[config.mk]
export PLATFORM = sky130hd
export DESIGN_NAME = aes_block_loader
export DESIGN_NICKNAME = d
export VERILOG_FILES = /design/src/rtl/aes_block_loader.sv
export SDC_FILE = /design/constraint.sdc
export NUM_CORES = 1
export LEC_CHECK = 0
export ABC_CLOCK_PERIOD_IN_PS = 16800
export BUFFER_PORTS_ARGS = -buffer_cell sky130_fd_sc_hd__buf_2
export CORE_ASPECT_RATIO = 1.25
export CORE_MARGIN = 5
export CORE_UTILIZATION = 24
export CTS_CLUSTER_SIZE = 24
export DETAILED_ROUTE_END_ITERATION = 8
export SLEW_MARGIN = 20
export SYNTH_ARGS = -nofsm -noshare
export SYNTH_HDL_FRONTEND = slang
export SYNTH_SLANG_ARGS = --single-unit
[constraint.sdc]
create_clock -name clk -period 16.8 [get_ports clk]
set_input_delay 0.84 -clock clk [delete_from_list [all_inputs] [get_ports clk]]
set_output_delay 0.84 -clock clk [all_outputs]
set_load 0.01 [all_outputs]
[src/rtl/aes_block_loader.sv]
// ---------------------------------------------------------------------------
// aes_block_loader
//
// Input stage for a combinational AES-128 encryption datapath.
//
// A 32-bit word stream arrives under a valid/ready handshake. It carries
// four key words followed by four plaintext words, most significant word
// first. The loader packs them into two 128-bit registers, then presents
// the pair under a valid/ready handshake. While the pair is presented it
// is held constant, so the downstream combinational rounds always see
// stable operands.
//
// Optional feature (macro KEY_HOLD_EN):
//   When defined, key_reload is sampled on each output handshake.
//     key_reload = 1 : the next block starts with a fresh key.
//     key_reload = 0 : the next block reuses out_key and loads only
//                      the four data words.
//   When undefined, every block reloads the key, and key_reload has no
//   logic attached.
// ---------------------------------------------------------------------------
module aes_block_loader (
    input  logic         clk,
    input  logic         rst,
    input  logic [31:0]  in_data,
    input  logic         in_valid,
    output logic         in_ready,
    input  logic         key_reload,
    output logic [127:0] out_word,
    output logic [127:0] out_key,
    output logic         out_valid,
    input  logic         out_ready,
    output logic [7:0]   blk_count
);

    typedef enum logic [1:0] {
        ST_LOAD_KEY  = 2'd0,
        ST_LOAD_DATA = 2'd1,
        ST_PRESENT   = 2'd2
    } state_t;

    // Architectural state
    state_t         r_state;
    logic [1:0]     r_wcnt;
    logic [127:0]   r_key;
    logic [127:0]   r_word;
    logic           r_out_valid;
    logic [7:0]     r_blk_count;

    // Next-state / control decode
    state_t         w_state_next;
    logic [1:0]     w_wcnt_next;
    logic           w_key_shift;
    logic           w_word_shift;
    logic           w_valid_next;
    logic           w_blk_inc;
    logic           w_in_ready;
    logic           w_accept_out;
    state_t         w_after_present;

`ifdef KEY_HOLD_EN
    // Key is retained unless the consumer asks for a fresh one.
    assign w_after_present = key_reload ? ST_LOAD_KEY : ST_LOAD_DATA;
`else
    // Every block reloads the key; the reload request is deliberately unused.
    logic w_unused_key_reload;
    assign w_unused_key_reload = key_reload;
    assign w_after_present     = ST_LOAD_KEY;
`endif

    // The output pair is taken when a complete pair is offered and accepted.
    assign w_accept_out = r_out_valid & out_ready;

    // State register and word counter.
    always_ff @(posedge clk or posedge rst) begin
        if (rst) begin
            r_state <= ST_LOAD_KEY;
            r_wcnt  <= 2'd0;
        end else begin
            r_state <= w_state_next;
            r_wcnt  <= w_wcnt_next;
        end
    end

    // Next-state, word-count and datapath-enable decode.
    always_comb begin
        w_state_next = r_state;
        w_wcnt_next  = r_wcnt;
        w_key_shift  = 1'b0;
        w_word_shift = 1'b0;
        w_valid_next = r_out_valid;
        w_blk_inc    = 1'b0;
        w_in_ready   = 1'b0;

        case (r_state)
            ST_LOAD_KEY: begin
                w_in_ready = 1'b1;
                if (in_valid) begin
                    w_key_shift = 1'b1;
                    if (r_wcnt == 2'd3) begin
                        w_wcnt_next  = 2'd0;
                        w_state_next = ST_LOAD_DATA;
                    end else begin
                        w_wcnt_next = r_wcnt + 2'd1;
                    end
                end else begin
                    w_key_shift = 1'b0;
                end
            end

            ST_LOAD_DATA: begin
                w_in_ready = 1'b1;
                if (in_valid) begin
                    w_word_shift = 1'b1;
                    if (r_wcnt == 2'd3) begin
                        w_wcnt_next  = 2'd0;
                        w_state_next = ST_PRESENT;
                        w_valid_next = 1'b1;
                    end else begin
                        w_wcnt_next = r_wcnt + 2'd1;
                    end
                end else begin
                    w_word_shift = 1'b0;
                end
            end

            ST_PRESENT: begin
                // No input is accepted here, so a new group can only begin
                // the cycle after the pair has been handed over.
                w_in_ready = 1'b0;
                if (w_accept_out) begin
                    w_valid_next = 1'b0;
                    w_blk_inc    = 1'b1;
                    w_wcnt_next  = 2'd0;
                    w_state_next = w_after_present;
                end else if (!r_out_valid) begin
                    // A present state without a valid pair cannot be left by
                    // a handshake; restart the load rather than lock up.
                    w_wcnt_next  = 2'd0;
                    w_state_next = ST_LOAD_KEY;
                end else begin
                    w_state_next = ST_PRESENT;
                end
            end

            default: begin
                // Unreachable encoding: drop any partial pair and restart.
                w_in_ready   = 1'b0;
                w_wcnt_next  = 2'd0;
                w_valid_next = 1'b0;
                w_state_next = ST_LOAD_KEY;
            end
        endcase
    end

    // Key and plaintext shift registers; held whenever not loading.
    always_ff @(posedge clk or posedge rst) begin
        if (rst) begin
            r_key  <= 128'd0;
            r_word <= 128'd0;
        end else begin
            if (w_key_shift) begin
                r_key <= {r_key[95:0], in_data};
            end else begin
                r_key <= r_key;
            end
            if (w_word_shift) begin
                r_word <= {r_word[95:0], in_data};
            end else begin
                r_word <= r_word;
            end
        end
    end

    // Output-valid flag and delivered-block counter (wraps modulo 256).
    always_ff @(posedge clk or posedge rst) begin
        if (rst) begin
            r_out_valid <= 1'b0;
            r_blk_count <= 8'd0;
        end else begin
            r_out_valid <= w_valid_next;
            if (w_blk_inc) begin
                r_blk_count <= r_blk_count + 8'd1;
            end else begin
                r_blk_count <= r_blk_count;
            end
        end
    end

    assign in_ready  = w_in_ready;
    assign out_word  = r_word;
    assign out_key   = r_key;
    assign out_valid = r_out_valid;
    assign blk_count = r_blk_count;

endmodule

==> results.toml, run 1 <==
[run_status]
status = "complete, no violations"

[timing]
finalCriticalPeriod_ns = 2.70
hold_slack_ns = 0.444
fin_crit_sh_pct = 16.1
max_freq_ghz = 0.371
setup_viol = 0
slew_headroom_pct = 35.9
drv_slew = 0
tightest_slew_ns = 0.962
skew_ns = 0.0190
grt_setup_unrepaired = "false"
tns_ns = 0
hold_viol = 0

[floorplan]
die_w_um = 195
rows = 85
dieHeight_um = 242
die-area_mm2 = 0.0473
coreArea_mm2 = 0.0429
start_util_pct = 24.1
pin_count = 303

[clock_network]
cts_setup_buffers = 0
cts_tree = "built"
clock_path_buffers = 3
clock_latency_ns = 0.56
htreeDepth = 1
clkTransAtPathRegs_ns = 0.06
post_cts_resized = 0
hold_buffers = 0
clkSinkCount = 269
cts_made_buffers = 29
cts_root_buf = "clkbuf_16"

[power_and_ir_drop]
switching_share_pct = 33.6
p_total_mw = 2.94
power_per_cell_area_mw_per_mm2 = 223
p_clk_share_pct = 23.1
power_switching_mw = 0.987
p_int_mw = 1.95
comb_power_share_pct = 36.4
irDropWorstVdd_mv = 0.0858
p_leak_nw = 6.13
seqPwrFrac_pct = 40.6

[detailed_routing]
drt_iter0_drc = 95
routed_wirelength_mm = 23.7
route.detailed.drc = 0
via_per_inst = 4.01
drt-pass1-iter-count = 4
ant_nets = 0
vias = 5965
wire_per_inst_um = 15.9

[synthesis]
synthesis.nets = 638
ys_ff_latch = 269
synth_area_leaders = "dfrtp_1 65%, mux2_2 28%, buf_6 1.9%, clkbuf_8 1.5%, buf_12 0.39%"
ys_warn_count = 0
synthCells = 599
yosysSeqAreaShare_pct = 65.2
synth_cell_types = 27
netlist_area_mm2 = 0.0103
syn_avg_cell_area_um2 = 17.2
synth_ff_type = "dfrtp_1"
yosysTopAreaCellShare_pct = 65.2
yosysTopAreaCell = "dfrtp_1"
ys_async_sr_fraction_pct = 100
synth_edf_count = 0

[global_route]
grt.total_usage_pct = 9.79
grt_pass1_vias = 6257
grt_max_degree = 125
overflow = 0
grt_pass1_wl_mm = 37.6
antenna_found_initial = 0

[cells_and_area]
syn2layout_area_growth_pct = 28.1
drive_above_1_share_pct = 66.2
n_antenna_cell = 0
final_nets = 944

[worst_setup_path]
critPathKind = "register to register"
start_kind = "register"
required_ns = 17.23
worstPathArrival_ns = 3.13
worstPathMaxFanout = 72
critPathCaptureType = "register"

[placement]
io_buffers = 301
gp_congestion = 0.744
place_hpwl_mm = 16.8

[job]
cap_violations = 0

[min_path]
min_path_type = "primary input to async pin"
power groups by stage:
stage               Clock (mW)  Combinational [mW]  Sequential (mW)
finish                   0.678                1.07             1.19
global route             0.730                1.16             1.24
CTS                      0.702                1.10             1.20
detailed placement           0                1.10             1.21
global placement             0                1.08             1.19
floorplan                    0               0.520             1.32
per-stage QoR:
stage / utilization [%] / instances / area (um^2) / setup WS [ns]
floorplan: - / 599 / 10300 / 8.55
global placement: 28.4 / 1439 / 12200 / 13.69
detailed placement: 28.4 / 1439 / 12200 / 13.65
CTS: 30.8 / 1489 / 13200 / 14.02
global route: 30.8 / 1489 / 13200 / 13.92
finish: 30.8 / 1489 / 13200 / 14.10
cell usage after synthesis (all sizes together), types with 3 or more instances:
| cell | count |
|---|---|
| dfrtp | 269 |
| clkbuf | 11 |
| xnor2 | 4 |
| mux2 | 256 |
| nand2 | 10 |
| buf | 20 |
| nor2 | 3 |
| xor2 | 4 |
state kept, by name, indices dropped and copies added (netlist names):
register and flops:
r_wcnt 2, out_key 128, blk_count 8, r_state 2, out_valid 1, out_word 128
layout make-up:
class,count,area [um^2]
Fill cell,4356,29600
Tap cell,565,707
Clock buffer,40,827
Multi-Input combinational cell,297,3200
Clock inverter,10,189
Sequential cell,269,6730
Timing Repair Buffer,306,1550
Inverter,2,15.0
per-layer routing:
metal	up-vias	GRT usage (%)	share of wire (%)
met3	42	2.46	6.7
met4	0	4.27	3.7
met5	-	0	0
li1	2748	-	-
met2	168	17.1	51
met1	3007	11.3	39
worst paths after layout:
path                              start            end  slack (ns)  cells after the start
max in group asynchronous           rst   out_word[57]       14.86                      3
setup / recovery             r_state[1]   out_word[83]       14.10                      4
hold reg to reg            blk_count[7]   blk_count[7]        0.48                      1
min in group clk           blk_count[7]   blk_count[7]        0.48                      1
setup reg to reg             r_state[1]   out_word[83]       14.10                      4
hold / removal                      rst  out_word[125]        0.44                      2
cell families (layout without fill, tap and decap cells):
kind of cell | Yosys count | in the layout | share of synthesized area [%]
buf+inv | 33 | 358 | 3.86
compound gates | 5 | 5 | 0.340
simple gates | 24 | 24 | 1.50
fa+ha+maj | 2 | 2 | 0.243
flops | 269 | 269 | 65.2
mux | 258 | 258 | 28.1
xor+xnor | 8 | 8 | 0.679
critical path: stages, from the launching register on:
cell and delay [ns]:
dfrtp_1 0.57, inv_2 0.11, nand3_4 0.55, buf_4 0.83, mux2_2 0.42
placed cells by master, fill, tap and decap left out, types with 2 or more instances in the layout:
| master | synthesis | routed |
|---|---|---|
| buf_2 | 0 | 301 |
| dfrtp_1 | 269 | 269 |
| mux2_2 | 256 | 256 |
| clkbuf_16 | 0 | 29 |
| nand2_1 | 10 | 10 |
| clkbuf_8 | 11 | 6 |
| clkbuf_1 | 0 | 5 |
| bufinv_16 | 0 | 5 |
| xor2_1 | 4 | 4 |
| xnor2_1 | 4 | 4 |
| buf_4 | 1 | 4 |
| nor2_1 | 3 | 3 |
| mux2i_1 | 2 | 2 |
| o21ai_0 | 2 | 2 |
| nand4_1 | 2 | 2 |
| nor3_1 | 2 | 2 |
| ha_1 | 2 | 2 |
| clkinv_4 | 0 | 2 |
Power figures use the tool's default switching activity.
==> run 2, diff against run 1 <==
- ABC_CLOCK_PERIOD_IN_PS: 16800 -> 2380
- clock period: 16.8 -> 2.38 ns (I/O delays scaled with it)
==> results.toml, run 2 (synthesis gave the netlist of run 1 again) <==
[detailed_routing]
vias = 6145
top_layer = "met4"
drt-pass1-iter-count = 4
drt_iter0_drc = 104
wire_per_inst_um = 15.7
wl_met1_mm = 9.49
route.detailed.drc = 0
wl_met3_mm = 1.44
via_per_inst = 4.00
dr_wl_met2_mm = 12.3
ant_nets = 0
routed_wirelength_mm = 24.2

[power_and_ir_drop]
power_per_cell_area_mw_per_mm2 = 1510
irDropWorstVdd_mv = 0.773
p_total_mw = 20.7
p_leak_nw = 6.35

[timing]
skew_ns = 0.0217
setup_viol = 0
hold_viol = 0
fin_crit_sh_pct = 75.2
grt_setup_unrepaired = "false"
slew_headroom_pct = 64.0
tightest_slew_ns = 0.532
hold_slack_ns = 0.155
drv_slew = 0
max_freq_ghz = 0.558
finalCriticalPeriod_ns = 1.79

[cells_and_area]
fill_cells = 4294
drive_above_1_share_pct = 64.3
syn2layout_area_growth_pct = 32.7
final_nets = 988
mostFrequentLayoutCells = "301 x buf_2, 269 x dfrtp_1, 256 x mux2_2"
layout.cells.most_common = "buf_2"
n_antenna_cell = 0

[floorplan]
rows = 85
coreArea_mm2 = 0.0429
die_w_um = 195
die-area_mm2 = 0.0473
start_util_pct = 24.1
dieHeight_um = 242
pin_count = 303

[job]
cap_violations = 0

[min_path]
min_path_type = "primary input to async pin"

[worst_setup_path]
start_kind = "register"
critPathKind = "register to register"
worstPathArrival_ns = 2.23
cp_slowest_cell = "dfrtp_1"
max_stage_delay_ns = 0.58
cp_cell_sequence = "inv_2, nand3_4, buf_12, mux2_2"
worstPathMaxFanout = 67
required_ns = 2.82
critPathCaptureType = "register"

[global_route]
grt_pass1_vias = 6588
grt.total_usage_pct = 9.99
grt_pass1_wl_mm = 38.6
antenna_found_initial = 0
overflow = 0
grt_max_degree = 69

[placement]
place_hpwl_mm = 17.5
io_buffers = 301
gp_congestion = 0.757

[clock_network]
cts_tree = "built"
clkTransAtPathRegs_ns = 0.06
clkSinkCount = 269
htreeDepth = 1
cts_root_buf = "clkbuf_16"
clock_latency_ns = 0.56
clock_path_buffers = 3
cts_setup_buffers = 0
cts_made_buffers = 29
post_cts_resized = 0

[run_status]
status = "complete, no violations"
## run 2: cell types whose count changed in the layout (fill, tap and decap cells not counted), sizes merged
cell	change
dlygate4sd3	+35
clkinv	+6
bufinv	-2
buf	+9
## run 2: worst max-delay path, delay by kind of cell (launching register included)
family,cells,cell delay [ns]
mux,1,0.39
simple gates,1,0.19
buf+inv,2,0.47
flops,1,0.58
## run 2: what timing repair did
action	CTS	global route
endpoints found under the setup margin	0	0
hold buffers	35	0
hold endpoints to repair	105	0
## run 2: layout make-up
type                       count  area (um^2)  area share [%]
tap                          565          707            5.16
clock inverter                14          160            1.17
inverter                       2         11.3          0.0822
sequential                   269         6730            49.2
timing repair buffer         350         2060            15.1
clock buffer                  40          827            6.04
multi-input combinational    297         3200            23.3
## run 2: per-layer routing
layer	up-vias	global-route usage (%)
li1	2845	-
met1	3076	11.8
met2	179	17.4
met3	45	2.12
met4	0	4.40
met5	-	0
## run 2: power breakdown
| group | leakage, nW | switching, mW | internal (mW) |
|---|---|---|---|
| clock | 0.493 | 1.83 | 2.76 |
| sequential | 3.20 | 1.50 | 6.90 |
| combinational | 2.66 | 3.66 | 4.03 |
| total | 6.35 | 7.00 | 13.7 |
## run 2: worst paths after layout
check / from / end / slack [ns] / depth (start not counted)
max: r_state[1] / out_word[85] / 0.59 / 4
min: rst / out_word[55] / 0.15 / 3
max reg2reg: r_state[1] / out_word[85] / 0.59 / 4
min reg2reg: blk_count[6] / blk_count[6] / 0.48 / 1
max in group asynchronous: rst / blk_count[0] / 1.40 / 5
min in group clk: in_data[3] / out_word[3] / 0.34 / 3
## run 2: per-stage QoR
step	area [um^2]	setup slack (ns)	std cells	utilization [%]	TNS, ns
final	13700	0.589	1537	32.0	0
after global routing	13700	0.464	1537	32.0	0
after CTS	13700	0.564	1537	32.0	0
after detailed placement	12400	0.564	1448	28.8	0
after global placement	12400	0.592	1448	28.8	0
after floorplan	10300	-1.29	599	-	-347.67
==> run 3, diff against run 2 <==
- ABC_CLOCK_PERIOD_IN_PS: 2380 -> 1700
- clock period: 2.38 -> 1.7 ns (I/O delays scaled with it)
==> results.toml, run 3 (synthesis gave the netlist of run 1 again) <==
[global_route]
grt_pass1_vias = 6839
overflow = 0
use_met2_pct = 18.4
antenna_found_initial = 0
use_met3_pct = 2.26
grt.total_usage_pct = 10.4
busiest_layer = "met2"
grt_pass1_wl_mm = 39.9
grt_max_degree = 73
met1_usage_pct = 11.8

[detailed_routing]
drt-pass1-iter-count = 3
route.detailed.drc = 0
via_per_inst = 4.07
wire_per_inst_um = 16.1
drt_iter0_drc = 81
ant_nets = 0
routed_wirelength_mm = 25.2
vias = 6352

[worst_setup_path]
required_ns = 2.12
cp_cell_sequence = "nor3b_4, buf_4, buf_12, buf_12, mux2_2"
worstPathArrival_ns = 2.07
critPathCaptureType = "register"
crit_path_frequent_cell = "buf_12"
critPathKind = "register to register"
cp_slowest_cell = "dfrtp_1"
start_kind = "register"
r2r.worst_path.cells = 5
max_stage_delay_ns = 0.45
worstPathMaxFanout = 19

[cells_and_area]
final_nets = 1014
layout.cells.most_common = "buf_2"
mostFrequentLayoutCells = "301 x buf_2, 269 x dfrtp_1, 256 x mux2_2"
fill_cells = 4302
drive_above_1_share_pct = 65.4
syn2layout_area_growth_pct = 35.2
n_antenna_cell = 0
final_design_area_no_fill_mm2 = 0.0140

[timing]
setup_viol = 0
slew_headroom_pct = 66.9
max_freq_ghz = 0.607
finalCriticalPeriod_ns = 1.65
tightest_slew_ns = 0.490
hold_viol = 0
tns_ns = 0
drv_slew = 0
fin_crit_sh_pct = 96.9
skew_ns = 0.00925

[min_path]
min_path_type = "primary input to async pin"

[floorplan]
pin_count = 303
die-area_mm2 = 0.0473
die_w_um = 195
rows = 85
dieHeight_um = 242
start_util_pct = 24.1
coreArea_mm2 = 0.0429

[clock_network]
cts_root_buf = "clkbuf_16"
cts_made_buffers = 28
clkTransAtPathRegs_ns = 0.06
clkSinkCount = 269
htreeDepth = 1
clock_path_buffers = 3
cts_tree = "built"
clock_latency_ns = 0.54

[power_and_ir_drop]
power_per_cell_area_mw_per_mm2 = 2110
irDropWorstVdd_mv = 0.987
p_leak_nw = 6.50

[job]
cap_violations = 0

[placement]
io_buffers = 301
dpl_cell_area_mm2 = 0.0126
place_hpwl_mm = 18.5
gp_congestion = 0.736

[run_status]
status = "complete, no violations"
## run 3: layout make-up
cell class              instances  area (um^2)  area share [%]
flip-flops and latches        269         6730            48.2
multi-input cells             297         3200            22.9
clock buffers                  37          806            5.78
well taps                     565          707            5.07
clock inverters                15          156            1.12
repair buffers                377         2340            16.8
inverters                       2         11.3          0.0807
## run 3: worst paths after layout
| path | start | slack (ns) | end |
|---|---|---|---|
| worst min register to register | blk_count[7] | 0.49 | blk_count[7] |
| min in group clk | in_data[15] | 0.33 | out_key[15] |
| max in group asynchronous | rst | 0.89 | blk_count[7] |
| worst max-delay path | r_state[0] | 0.05 | out_key[84] |
| worst max register to register | r_state[0] | 0.05 | out_key[84] |
| worst min-delay path | rst | 0.16 | out_word[52] |
## run 3: layer usage
metal  wire length [um]  part of all wire (%)
met1               9610                    38
met2              13000                    52
met3               1480                   5.9
met4               1060                   4.2
met5                  0                     0
## run 3: through the flow
stage	hold slack (ns)	utilization (%)	worst slack (ns)	power [mW]	instances
after floorplan	0.235	-	-1.94	18.2	599
after global placement	0.154	29.4	0.0857	22.9	1471
after detailed placement	0.154	29.4	0.0543	23.3	1471
after CTS	0.133	32.4	0.0296	29.9	1558
after global routing	0.169	32.6	-0.0179	31.3	1562
final	0.164	32.6	0.0532	29.4	1562
## run 3: critical path: cells and delay by family (launching register included)
| kind | cells | cell delay, ns |
|---|---|---|
| DFF | 1 | 0.45 |
| muxes | 1 | 0.34 |
| and+or+nand+nor | 1 | 0.26 |
| buffers and inverters | 3 | 0.47 |
## run 3: repair_timing
action	4_1_cts	5_1_grt
resized for setup	0	0
hold buffers	35	0
endpoints found under the setup margin	0	20
buffers inserted	0	3
endpoints found under the hold margin	340	0
## run 3: power by group
part | switching (mW) | total [mW] | internal (mW)
clock | 2.53 | 6.32 | 3.78
combinational | 5.22 | 11.2 | 6.00
sequential | 2.17 | 11.8 | 9.66
